## src/rtl/led_rate_meas.sv

```systemverilog
// led_rate_meas: measures the clock-cycle spacing between consecutive toggles
// of an asynchronous input and recovers the blink divisor as CNT_1S / (h - 1).
//
// Ports:
//   clk100    system clock
//   rst       synchronous active-high reset
//   led_i     asynchronous toggling input under measurement
//   en_i      measurement enable; low returns to ARM and clears the counter
//   period_o  last captured half-period in cycles
//   div_o     recovered divisor, saturated to 31
//   valid_o   one-cycle pulse when period_o/div_o update
//   busy_o    high while the divider iterates
//   timeout_o sticky no-edge flag; cleared by rst, en_i low or the next valid_o
//
// Optional feature: define LED_RATE_MEAS_GLITCH_FILT_EN to insert a stability
// filter (FILT_LEN equal samples) between the synchronizer and edge detection.

module led_rate_meas #(
  parameter logic [27:0] CNT_1S      = 28'h5F5E100,
  parameter logic [27:0] TIMEOUT_CYC = 28'hBEBC200,
  parameter int unsigned SYNC_STAGES = 2,
  parameter int unsigned FILT_LEN    = 4
) (
  input  logic        clk100,
  input  logic        rst,
  input  logic        led_i,
  input  logic        en_i,
  output logic [27:0] period_o,
  output logic [4:0]  div_o,
  output logic        valid_o,
  output logic        busy_o,
  output logic        timeout_o
);

  localparam int unsigned CW = 28;
  localparam int unsigned IW = 5;
  localparam int unsigned DW = 5;
  localparam logic [IW-1:0] LAST_ITER = IW'(CW - 1);
  localparam logic [CW-1:0] DIV_MAX   = CW'((1 << DW) - 1);

  // Elaboration-time parameter legality check.
  if (SYNC_STAGES < 2 || SYNC_STAGES > 4 || FILT_LEN < 1) begin : g_bad_param
    $error("led_rate_meas: SYNC_STAGES must be 2..4 and FILT_LEN >= 1");
  end

  typedef enum logic [1:0] {ARM, MEAS, DIVIDE, DONE} state_t;

  state_t                 state;
  logic [SYNC_STAGES-1:0] sync;
  logic                   level;
  logic                   level_q;
  logic                   edge_det;
  logic [CW-1:0]          cnt;
  logic [CW-1:0]          cap;
  logic [CW-1:0]          dvsr;
  logic [CW-1:0]          rem;
  logic [CW-1:0]          quo;
  logic [IW-1:0]          idx;
  logic [CW:0]            rem_sh;
  logic                   take;
  logic [CW-1:0]          rem_nxt;

  // Input synchronizer.
  always_ff @(posedge clk100) begin
    if (rst) begin
      sync <= '0;
    end else begin
      sync <= {sync[SYNC_STAGES-2:0], led_i};
    end
  end

`ifdef LED_RATE_MEAS_GLITCH_FILT_EN
  localparam int unsigned FW = $clog2(FILT_LEN + 1);

  logic          filt_level;
  logic [FW-1:0] filt_cnt;

  // Level follows the synchronized input only after FILT_LEN consecutive
  // samples that disagree with it; shorter pulses reset the run count.
  always_ff @(posedge clk100) begin
    if (rst) begin
      filt_level <= 1'b0;
      filt_cnt   <= '0;
    end else if (sync[SYNC_STAGES-1] == filt_level) begin
      filt_cnt <= '0;
    end else if (filt_cnt == FW'(FILT_LEN - 1)) begin
      filt_level <= sync[SYNC_STAGES-1];
      filt_cnt   <= '0;
    end else begin
      filt_cnt <= filt_cnt + 1'b1;
    end
  end

  assign level = filt_level;
`else
  assign level = sync[SYNC_STAGES-1];
`endif

  // Any transition of the (optionally filtered) level is an edge.
  assign edge_det = level ^ level_q;

  // One restoring-division step: shift in the next numerator bit, subtract if it fits.
  always_comb begin
    rem_sh  = {rem, quo[CW-1]};
    take    = (rem_sh >= {1'b0, dvsr});
    rem_nxt = take ? CW'(rem_sh - {1'b0, dvsr}) : rem_sh[CW-1:0];
  end

  // Edge counter, measurement FSM and divider.
  always_ff @(posedge clk100) begin
    if (rst) begin
      state     <= ARM;
      level_q   <= 1'b0;
      cnt       <= '0;
      cap       <= '0;
      dvsr      <= '0;
      rem       <= '0;
      quo       <= '0;
      idx       <= '0;
      period_o  <= '0;
      div_o     <= '0;
      valid_o   <= 1'b0;
      busy_o    <= 1'b0;
      timeout_o <= 1'b0;
    end else begin
      level_q <= level;
      valid_o <= 1'b0;
      if (!en_i) begin
        // Abort: results keep their last values, no valid pulse.
        state     <= ARM;
        cnt       <= '0;
        busy_o    <= 1'b0;
        timeout_o <= 1'b0;
      end else begin
        if (edge_det) begin
          cnt <= CW'(1);
        end else if (cnt < TIMEOUT_CYC) begin
          cnt <= cnt + 1'b1;
        end

        case (state)
          ARM: begin
            if (edge_det) begin
              state <= MEAS;
            end
          end
          MEAS: begin
            // An edge coinciding with the timeout count wins.
            if (edge_det) begin
              cap    <= cnt;
              dvsr   <= cnt - 1'b1;
              rem    <= '0;
              quo    <= CNT_1S;
              idx    <= '0;
              busy_o <= 1'b1;
              state  <= DIVIDE;
            end else if (cnt >= TIMEOUT_CYC) begin
              timeout_o <= 1'b1;
              state     <= ARM;
            end
          end
          DIVIDE: begin
            rem <= rem_nxt;
            quo <= {quo[CW-2:0], take};
            idx <= idx + 1'b1;
            if (idx == LAST_ITER) begin
              busy_o <= 1'b0;
              state  <= DONE;
            end
          end
          DONE: begin
            period_o <= cap;
            if (dvsr == '0 || quo > DIV_MAX) begin
              div_o <= '1;
            end else begin
              div_o <= quo[DW-1:0];
            end
            valid_o   <= 1'b1;
            timeout_o <= 1'b0;
            state     <= MEAS;
          end
          default: begin
            state <= ARM;
          end
        endcase
      end
    end
  end

endmodule

```

## config.mk

```make
export PLATFORM = sky130hd
export DESIGN_NAME = led_rate_meas
export DESIGN_NICKNAME = d
export VERILOG_FILES = /design/src/rtl/led_rate_meas.sv
export SDC_FILE = /design/constraint.sdc
export NUM_CORES = 1
export LEC_CHECK = 0
export CAP_MARGIN = 30
export CORE_AREA = 2 2 210 109
export DETAILED_ROUTE_END_ITERATION = 8
export DIE_AREA = 0 0 212 111
export HOLD_SLACK_MARGIN = 0.15
export PLACE_DENSITY = 0.63
export SYNTH_ARGS = -nofsm -noshare
export SYNTH_HDL_FRONTEND = slang
export SYNTH_SLANG_ARGS = --single-unit
```

## constraint.sdc

```tcl
create_clock -name clk100 -period 3.5 [get_ports clk100]
set_clock_uncertainty 0.15 [all_clocks]
set_input_delay 0.875 -clock clk100 [delete_from_list [all_inputs] [get_ports clk100]]
set_output_delay 0.875 -clock clk100 [all_outputs]
set_load 0.005 [all_outputs]
```

==> reports/qor.log, run 1 <==
[grt] final global-route overflow total 0
[place] dpl cell area 10300 sq um
[grt] total routing usage reported by global routing 22.2%
[clocking] TritonCTS clock tree yes
[clocking] Max clock buf depth 2
[clocking] hold buffers post-CTS 0
[yosys] mean post-synth cell area 7.79 sq um
[place] HPWL after detailed placement 18.1 mm
[routing] Total Routed Length 25.3 mm
[layout] Layout Area Growth over Synthesis 13.0%
[floorplanning] y dimension of the die 111 microns
[layout] share of final-layout standard cells stronger than drive strength 1 6.77%
[routing] vias per cell 5.54
[power_and_ir_drop] P_leak 3.90 nW
[grt] pin count of the biggest net entering global routing 77
[yosys] share of synthesized cell area in and, or, nand and nor gates 24.1%
[yosys] syn_nets 1273
[run_status] status finished, final reports clean
[worst_setup_path] crit-path cells inv_1 > ha_1 > a21o_1 > a21oi_1 > a2111oi_2 > nor3_2 > a211oi_2 > o21a_1 > buf_12 > or3_1 > a32o_1
[power_and_ir_drop] reported net switching power 1.09 mW
[worst_hold_path] sink of the worst hold path sync[1]
[power_and_ir_drop] maximum ir drop on the vdd rail 295 uV
[worst_setup_path] crit path kind flop to flop
[layout] sequential cell area 3720 sq um
[sta] worst max-slew margin expressed relative to the limit 56.0%
[routing] initial detailed-routing violation count 824
[worst_setup_path] Setup crit end kind flop
[yosys] dominant register cell in the synthesized netlist sky130_fd_sc_hd__dfxtp_1
[layout] fin nets 1272
[worst_setup_path] number of buffer and inverter stages on the critical path 2
[worst_hold_path] hold path startpoint sync[0]
[grt] wire length of the first global-routing pass 41.8 mm
[grt] initial antenna violation count 0
[layout] filler cell count in the final layout 2149
[routing] post-route ant nets 0
[floorplanning] die boundary width 212 microns
[yosys] number of different library cells in the post-synthesis netlist 70
[worst_setup_path] endpoint arrival time on the critical path 3.43 ns
[sta] highest clock frequency the design can meet 308 MHz
[clocking] cts bufs inserted 17
[yosys] Async S/R FF share, synth 0%
[clocking] clock transition at the registers of the reported paths 0.06 ns
[sta] Final min period 3.25 ns
[worst_hold_path] count of cells along the worst hold path 1
[layout] final std cell area, no fill 10800 sq um
[place] global placement routability congestion 0.914
[grt] number of global-route vias before repair 7836
[yosys] Synth Cell Area 9590 sq um
[routing] Via Count 8580
[clocking] cell at the root of the clock tree sky130_fd_sc_hd__clkbuf_16
[floorplanning] # rows 39
[sta] final hold violation count 0
[sta] setup repair after global routing missed its margin false
[power_and_ir_drop] Cell Pwr Density 413 nW/um^2
[yosys] complex-gate fraction of the synthesized area 20.7%
[power_and_ir_drop] cell internal pwr 3.38 mW
[floorplanning] area of the die 23500 sq um
[worst_setup_path] maximum fanout along the worst path 22
[sta] share of the clock period used by the worst path 92.9%
[power_and_ir_drop] sum of internal, switching and leakage power 4.47 mW
[sta] count of final max-slew check failures 0
[place] IO buf count 39
[routing] average detailed-routed wire length per instance 16.3 microns
[clocking] clock net sink count 186
[worst_setup_path] FF-to-FF path depth 11
[clocking] postcts setup bufs 0
[worst_setup_path] Critical R2R Capture rem[9]
[yosys] number of enable flip-flop cells after synthesis 0
[power_and_ir_drop] combinational power share 8.4%
[floorplanning] Top-Level Pins 40
[floorplanning] initial core utilization 43.6%
[floorplanning] core region area 22000 sq um
[worst_setup_path] reg2reg setup slack 0.25 ns
[worst_hold_path] type of the worst min-delay path flop to flop
[worst_setup_path] critical-path cell with the highest stage delay sky130_fd_sc_hd__ha_1
[yosys] Syn Inst Count 1231
[yosys] share of the synthesized area in the top cell type 38.8%
[sta] actual slew at the worst max-slew pin 0.659 ns
[yosys] Yosys top cell by area sky130_fd_sc_hd__dfxtp_1
[yosys] flip-flop and latch count after synthesis 186
[yosys] biggest area contributors in the synthesized netlist sky130_fd_sc_hd__dfxtp_1, sky130_fd_sc_hd__nand2_1, sky130_fd_sc_hd__a21oi_1
[worst_setup_path] startpoint types flop
[clocking] H-tree lvl count 4
[yosys] number of warnings printed during yosys synthesis 0
[routing] final routed DRC violation total 0
[sta] setup violators final 0
[routing] number of search-and-repair iterations in the first detailed-routing pass 5
[yosys] area share of xor/xnor cells in the synthesized design 5.75%
[yosys] dominant combinational cell family by area after synthesis simple AND/OR/NAND/NOR gates
[power_and_ir_drop] fraction of power consumed by the clock network 43.8%
[layout] area occupied by multi-input gates 5350 sq um
[yosys] area share of fa/ha/maj cells after synthesis 5.03%
[worst_setup_path] kind of cell with the highest combined delay on the critical path compound AO/OA/AOI/OAI gates
[worst_setup_path] Critical R2R Launch dvsr[3]
[sta] Post-Route Setup TNS 0 ns
[yosys] post-synthesis sequential area ratio 38.8%
[layout] count of antenna diodes in the layout 0
[flow_run] number of violations of the max-capacitance limit 0
[power_and_ir_drop] fraction of power consumed by sequential logic 47.8%
[clocking] Resized cells post-CTS 0
[power_and_ir_drop] net switching share of the total power 24.4%
[worst_setup_path] Req. time, crit path 3.68 ns
[clocking] Clk Latency, worst-skew pair 0.44 ns
[sta] worst hold margin 0.301 ns
[yosys] mux cell area share after synthesis 0.209%
[worst_setup_path] delay contributed by the slowest stage of the critical path 0.37 ns
[cells by family (layout without fill, tap and decap cells)]
group	after synthesis	count (layout)
mux	2	2
fa+ha+maj	38	38
xor+xnor	63	63
flops	186	186
compound gates	309	309
simple gates	503	503
buf+inv	130	140
[cells in the mapped netlist (all sizes together), types with 2 or more instances]
master,count
xnor2,30
a22oi,3
a211o,4
nand3b,3
nor2,109
a41oi,5
a31oi,5
o21bai,5
a21oi,125
and3,13
a211oi,28
clkbuf,68
nor4,15
ha,37
a21boi,3
nand4b,2
o21a,8
o31ai,15
o21ai,39
xor2,33
buf,18
a2111oi,2
inv,44
and2,7
a21o,14
o2111a,2
nand3,45
o2111ai,2
nor2b,7
nand2b,8
a31o,2
a311oi,5
or4,3
o211ai,30
a32o,3
mux2i,2
nor3b,3
dfxtp,186
or3,13
and4,3
nor3,34
or2,2
nand2,225
nand4,9
[how the worst max path moves through the flow]
stage	from	endpoint	slack (ns)	cells past startpoint
2_1_floorplan	dvsr[3]	rem[10]	0.77	12
3_3_place_gp	dvsr[3]	rem[9]	0.42	11
3_5_place_dp	dvsr[1]	rem[9]	0.33	11
4_1_cts	dvsr[3]	rem[9]	0.30	11
5_1_grt	dvsr[8]	rem[9]	0.06	11
6_report	dvsr[3]	rem[9]	0.25	11
[power groups by stage]
| stage | clock network [mW] | registers [mW] | logic [mW] |
|---|---|---|---|
| final | 1.96 | 2.14 | 0.376 |
| after global routing | 2.11 | 2.14 | 0.408 |
| after CTS | 2.01 | 2.14 | 0.366 |
| after detailed placement | 0 | 2.19 | 0.363 |
| after global placement | 0 | 2.18 | 0.363 |
| after floorplan | 0 | 2.18 | 0.258 |
[layout make-up]
| cell class | instances | share of cell area, % |
|---|---|---|
| Tap cell | 307 | 3.54 |
| Inverter | 44 | 1.52 |
| Sequential cell | 186 | 34.4 |
| Clock inverter | 12 | 1.35 |
| Timing Repair Buffer | 66 | 5.80 |
| Clock buffer | 18 | 4.05 |
| Multi-Input combinational cell | 915 | 49.4 |
[metrics by stage]
| step | worst slack, ns | util (%) | instances |
|---|---|---|---|
| 3_5_place_dp | 0.327 | 46.6 | 1518 |
| 5_1_grt | 0.0574 | 49.2 | 1548 |
| 6_report | 0.248 | 49.2 | 1548 |
| 4_1_cts | 0.302 | 49.2 | 1548 |
| 2_1_floorplan | 0.766 | - | 1231 |
| 3_3_place_gp | 0.423 | 46.6 | 1518 |
[worst register-to-register path, stage by stage (launching register included)]
cell and delay [ns]:
sky130_fd_sc_hd__dfxtp_1 0.34, sky130_fd_sc_hd__inv_1 0.06, sky130_fd_sc_hd__ha_1 0.37, sky130_fd_sc_hd__a21o_1 0.20, sky130_fd_sc_hd__a21oi_1 0.31, sky130_fd_sc_hd__a2111oi_2 0.13
sky130_fd_sc_hd__nor3_2 0.37, sky130_fd_sc_hd__a211oi_2 0.19, sky130_fd_sc_hd__o21a_1 0.26, sky130_fd_sc_hd__buf_12 0.17, sky130_fd_sc_hd__or3_1 0.35, sky130_fd_sc_hd__a32o_1 0.24
[metal layers]
| metal | share of wire [%] | global-route usage [%] | vias to the layer above | wire (microns) |
|---|---|---|---|---|
| met3 | 7.4 | 6.69 | 14 | 1870 |
| met4 | 0.64 | 4.60 | 0 | 161 |
| li1 | - | - | 4285 | - |
| met2 | 36 | 27.0 | 237 | 9160 |
| met1 | 56 | 36.6 | 4044 | 14100 |
| met5 | 0 | 0 | - | 0 |
[sequential cells by signal, indices dropped and copies added (netlist names)]
register   cells
dvsr          28
period_o      28
level_q        1
cnt           28
quo           28
rem           28
state          2
timeout_o      1
busy_o         1
sync           2
div_o          5
idx            5
cap           28
valid_o        1
[cells in the final DEF (no fill, tap or decap), drive strengths merged, types with 4 or more instances in the layout]
cell type / n
nand2: 225
dfxtp: 186
a21oi: 125
nor2: 109
inv: 47
nand3: 45
o21ai: 39
clkdlybuf4s50: 38
ha: 37
nor3: 34
xor2: 33
xnor2: 30
o211ai: 30
buf: 28
a211oi: 28
clkbuf: 18
o31ai: 15
nor4: 15
a21o: 14
or3: 13
and3: 13
nand4: 9
nand2b: 8
o21a: 8
and2: 7
nor2b: 7
clkinv: 6
a31oi: 5
o21bai: 5
a311oi: 5
a41oi: 5
a211o: 4
Power figures use the tool's default switching activity.
==> inputs of run 2 (changes only) <==
==> constraint.sdc (replaced) <==
create_clock -name clk100 -period 3.5 [get_ports clk100]
set_clock_uncertainty 0.15 [all_clocks]
set_input_delay 0.875 -clock clk100 [delete_from_list [all_inputs] [get_ports clk100]]
set_output_delay 0.875 -clock clk100 [all_outputs]
set_load 0.1 [all_outputs]
==> reports/qor.log, run 2 (synthesis results as in run 1) <==
[run_status] status finished, final reports clean [unchanged]
[power_and_ir_drop] sum of internal, switching and leakage power 4.53 mW [was 4.47 mW]
[routing] initial detailed-routing violation count 823 [was 824]
[grt] total routing usage reported by global routing 22.2% [about the same]
[sta] actual slew at the worst max-slew pin 0.680 ns [was 0.659 ns]
[clocking] cts bufs inserted 17 [unchanged]
[sta] setup repair after global routing missed its margin false [unchanged]
[place] IO buf count 39 [unchanged]
[clocking] Resized cells post-CTS 0 [unchanged]
[sta] count of final max-slew check failures 0 [unchanged]
[worst_setup_path] startpoint types flop [unchanged]
[grt] final global-route overflow total 0 [unchanged]
[flow_run] number of violations of the max-capacitance limit 0 [unchanged]
[worst_setup_path] Req. time, crit path 3.70 ns [was 3.68 ns]
[worst_setup_path] FF-to-FF path depth 11 [unchanged]
[routing] Total Routed Length 25.2 mm [was 25.3 mm]
[sta] Post-Route Setup TNS 0 ns [unchanged]
[worst_setup_path] Setup crit end kind flop [unchanged]
[power_and_ir_drop] P_leak 3.96 nW [was 3.90 nW]
[place] DP Worst Slack 0.340 ns [was 0.327 ns]
[floorplanning] # rows 39 [unchanged]
[clocking] postcts setup bufs 0 [unchanged]
[worst_setup_path] crit-path cells inv_1 > ha_1 > nor2b_1 > o21bai_1 > a2111oi_2 > nor3_2 > a211oi_2 > o21a_1 > buf_12 > or3_1 > a32o_1 [was inv_1 > ha_1 > a21o_1 > a21oi_1 > a2111oi_2 > nor3_2 > a211oi_2 > o21a_1 > buf_12 > or3_1 > a32o_1]
[clocking] clock transition at the registers of the reported paths 0.07 ns [was 0.06 ns]
[grt] wire length of the first global-routing pass 41.8 mm [about the same]
[layout] count of antenna diodes in the layout 0 [unchanged]
[floorplanning] y dimension of the die 111 microns [unchanged]
[worst_setup_path] maximum fanout along the worst path 22 [unchanged]
[grt] initial antenna violation count 0 [unchanged]
[grt] pin count of the biggest net entering global routing 77 [unchanged]
[clocking] clock net sink count 186 [unchanged]
[clocking] cell at the root of the clock tree sky130_fd_sc_hd__clkbuf_16 [unchanged]
[power_and_ir_drop] Cell Pwr Density 421 nW/um^2 [was 413 nW/um^2]
[power_and_ir_drop] maximum ir drop on the vdd rail 293 uV [was 295 uV]
[layout] top library cells by usage in the layout, fill and taps aside sky130_fd_sc_hd__nand2_1, sky130_fd_sc_hd__dfxtp_1, sky130_fd_sc_hd__a21oi_1 [unchanged]
[clocking] TritonCTS clock tree yes [unchanged]
[floorplanning] initial core utilization 43.6% [unchanged]
[routing] average detailed-routed wire length per instance 16.3 microns [about the same]
[clocking] H-tree lvl count 4 [unchanged]
[floorplanning] die boundary width 212 microns [unchanged]
[layout] Layout Area Growth over Synthesis 12.1% [was 13.0%]
[worst_setup_path] kind of cell with the highest combined delay on the critical path compound AO/OA/AOI/OAI gates [unchanged]
[layout] fin nets 1271 [was 1272]
[sta] share of the clock period used by the worst path 92.7% [was 92.9%]
[sta] final hold violation count 0 [unchanged]
[worst_hold_path] count of cells along the worst hold path 1 [unchanged]
[floorplanning] core region area 22000 sq um [unchanged]
[sta] setup violators final 0 [unchanged]
[layout] most common library cell in the layout ignoring fill and taps sky130_fd_sc_hd__nand2_1 [unchanged]
[sta] highest clock frequency the design can meet 308 MHz [about the same]
[routing] post-route ant nets 0 [unchanged]
[worst_setup_path] delay contributed by the slowest stage of the critical path 0.43 ns [was 0.37 ns]
[sta] Final min period 3.25 ns [about the same]
[worst_setup_path] crit path kind flop to flop [unchanged]
[worst_hold_path] type of the worst min-delay path flop to flop [unchanged]
[clocking] Clk Latency, worst-skew pair 0.45 ns [was 0.44 ns]
[routing] vias per cell 5.57 [was 5.54]
[layout] share of final-layout standard cells stronger than drive strength 1 9.74% [was 6.77%]
[worst_setup_path] number of buffer and inverter stages on the critical path 2 [unchanged]
[worst_setup_path] endpoint arrival time on the critical path 3.44 ns [was 3.43 ns]
[routing] Via Count 8623 [was 8580]
[clocking] Max clock buf depth 2 [unchanged]
[grt] number of global-route vias before repair 7766 [was 7836]
[worst_setup_path] critical-path cell with the highest stage delay sky130_fd_sc_hd__dfxtp_1 [was sky130_fd_sc_hd__ha_1]
[clocking] hold buffers post-CTS 0 [unchanged]
[sta] setup slack of the critical path after layout 0.254 ns [was 0.248 ns]
[floorplanning] Top-Level Pins 40 [unchanged]
[routing] final routed DRC violation total 0 [unchanged]
[place] global placement routability congestion 0.917 [was 0.914]
[routing] number of search-and-repair iterations in the first detailed-routing pass 5 [unchanged]
[worst_setup_path] number of cells on the critical path 11 [unchanged]
[place] HPWL after detailed placement 17.9 mm [was 18.1 mm]
[sta] worst max-slew margin expressed relative to the limit 54.7% [was 56.0%]
[floorplanning] area of the die 23500 sq um [unchanged]
## run 2: cell count changes in the layout (fill, tap and decap cells not counted), moves of 2 or more
cell / delta
sky130_fd_sc_hd__inv_8: +3
sky130_fd_sc_hd__clkinv_2: -5
sky130_fd_sc_hd__clkdlybuf4s50_1: -36
sky130_fd_sc_hd__clkinvlp_4: +2
sky130_fd_sc_hd__clkinv_4: +2
sky130_fd_sc_hd__buf_4: +36
## run 2: where the power goes
| part | switching (mW) | internal, mW |
|---|---|---|
| Sequential | 0.0109 | 2.13 |
| Combinational | 0.252 | 0.124 |
| Clock | 0.906 | 1.11 |
## run 2: per-layer routing
layer	vias up	global-route usage, %	routed length, microns	share of wire (%)
met1	4055	36.8	13700	54
met2	271	27.0	9130	36
met5	-	0	0	0
met3	23	5.38	2080	8.2
li1	4274	-	-	-
met4	0	6.34	288	1.1
## run 2: final cells by class
cell class                      instances  area, sq um
Multi-Input combinational cell        915         5350
Tap cell                              307          384
Clock inverter                         13          158
Sequential cell                       186         3720
Inverter                               44          165
Clock buffer                           19          453
Timing Repair Buffer                   65          518
Fill cell                            2197        11300
## run 2: worst paths after layout
path / startpoint / to / slack (ns)
setup / recovery: dvsr[1] / rem[9] / 0.25
hold / removal: sync[0] / sync[1] / 0.29
setup reg to reg: dvsr[1] / rem[9] / 0.25
hold reg to reg: sync[0] / sync[1] / 0.29
## run 2: metrics by stage
step           instance area [sq um]  utilization [%]  instances  hold slack [ns]
3_3_place_gp                   10100             46.1       1517            0.268
3_5_place_dp                   10100             46.1       1517            0.279
6_report                       10800             48.9       1549            0.292
4_1_cts                        10800             48.9       1549            0.297
5_1_grt                        10800             48.9       1549            0.311
2_1_floorplan                   9590                -       1231            0.264
## run 2: worst register-to-register path: stages, from the launching register on
cell	delay [ns]
sky130_fd_sc_hd__dfxtp_1	0.43
sky130_fd_sc_hd__inv_1	0.07
sky130_fd_sc_hd__ha_1	0.30
sky130_fd_sc_hd__nor2b_1	0.16
sky130_fd_sc_hd__o21bai_1	0.32
sky130_fd_sc_hd__a2111oi_2	0.14
sky130_fd_sc_hd__nor3_2	0.36
sky130_fd_sc_hd__a211oi_2	0.19
sky130_fd_sc_hd__o21a_1	0.26
sky130_fd_sc_hd__buf_12	0.17
sky130_fd_sc_hd__or3_1	0.35
sky130_fd_sc_hd__a32o_1	0.25
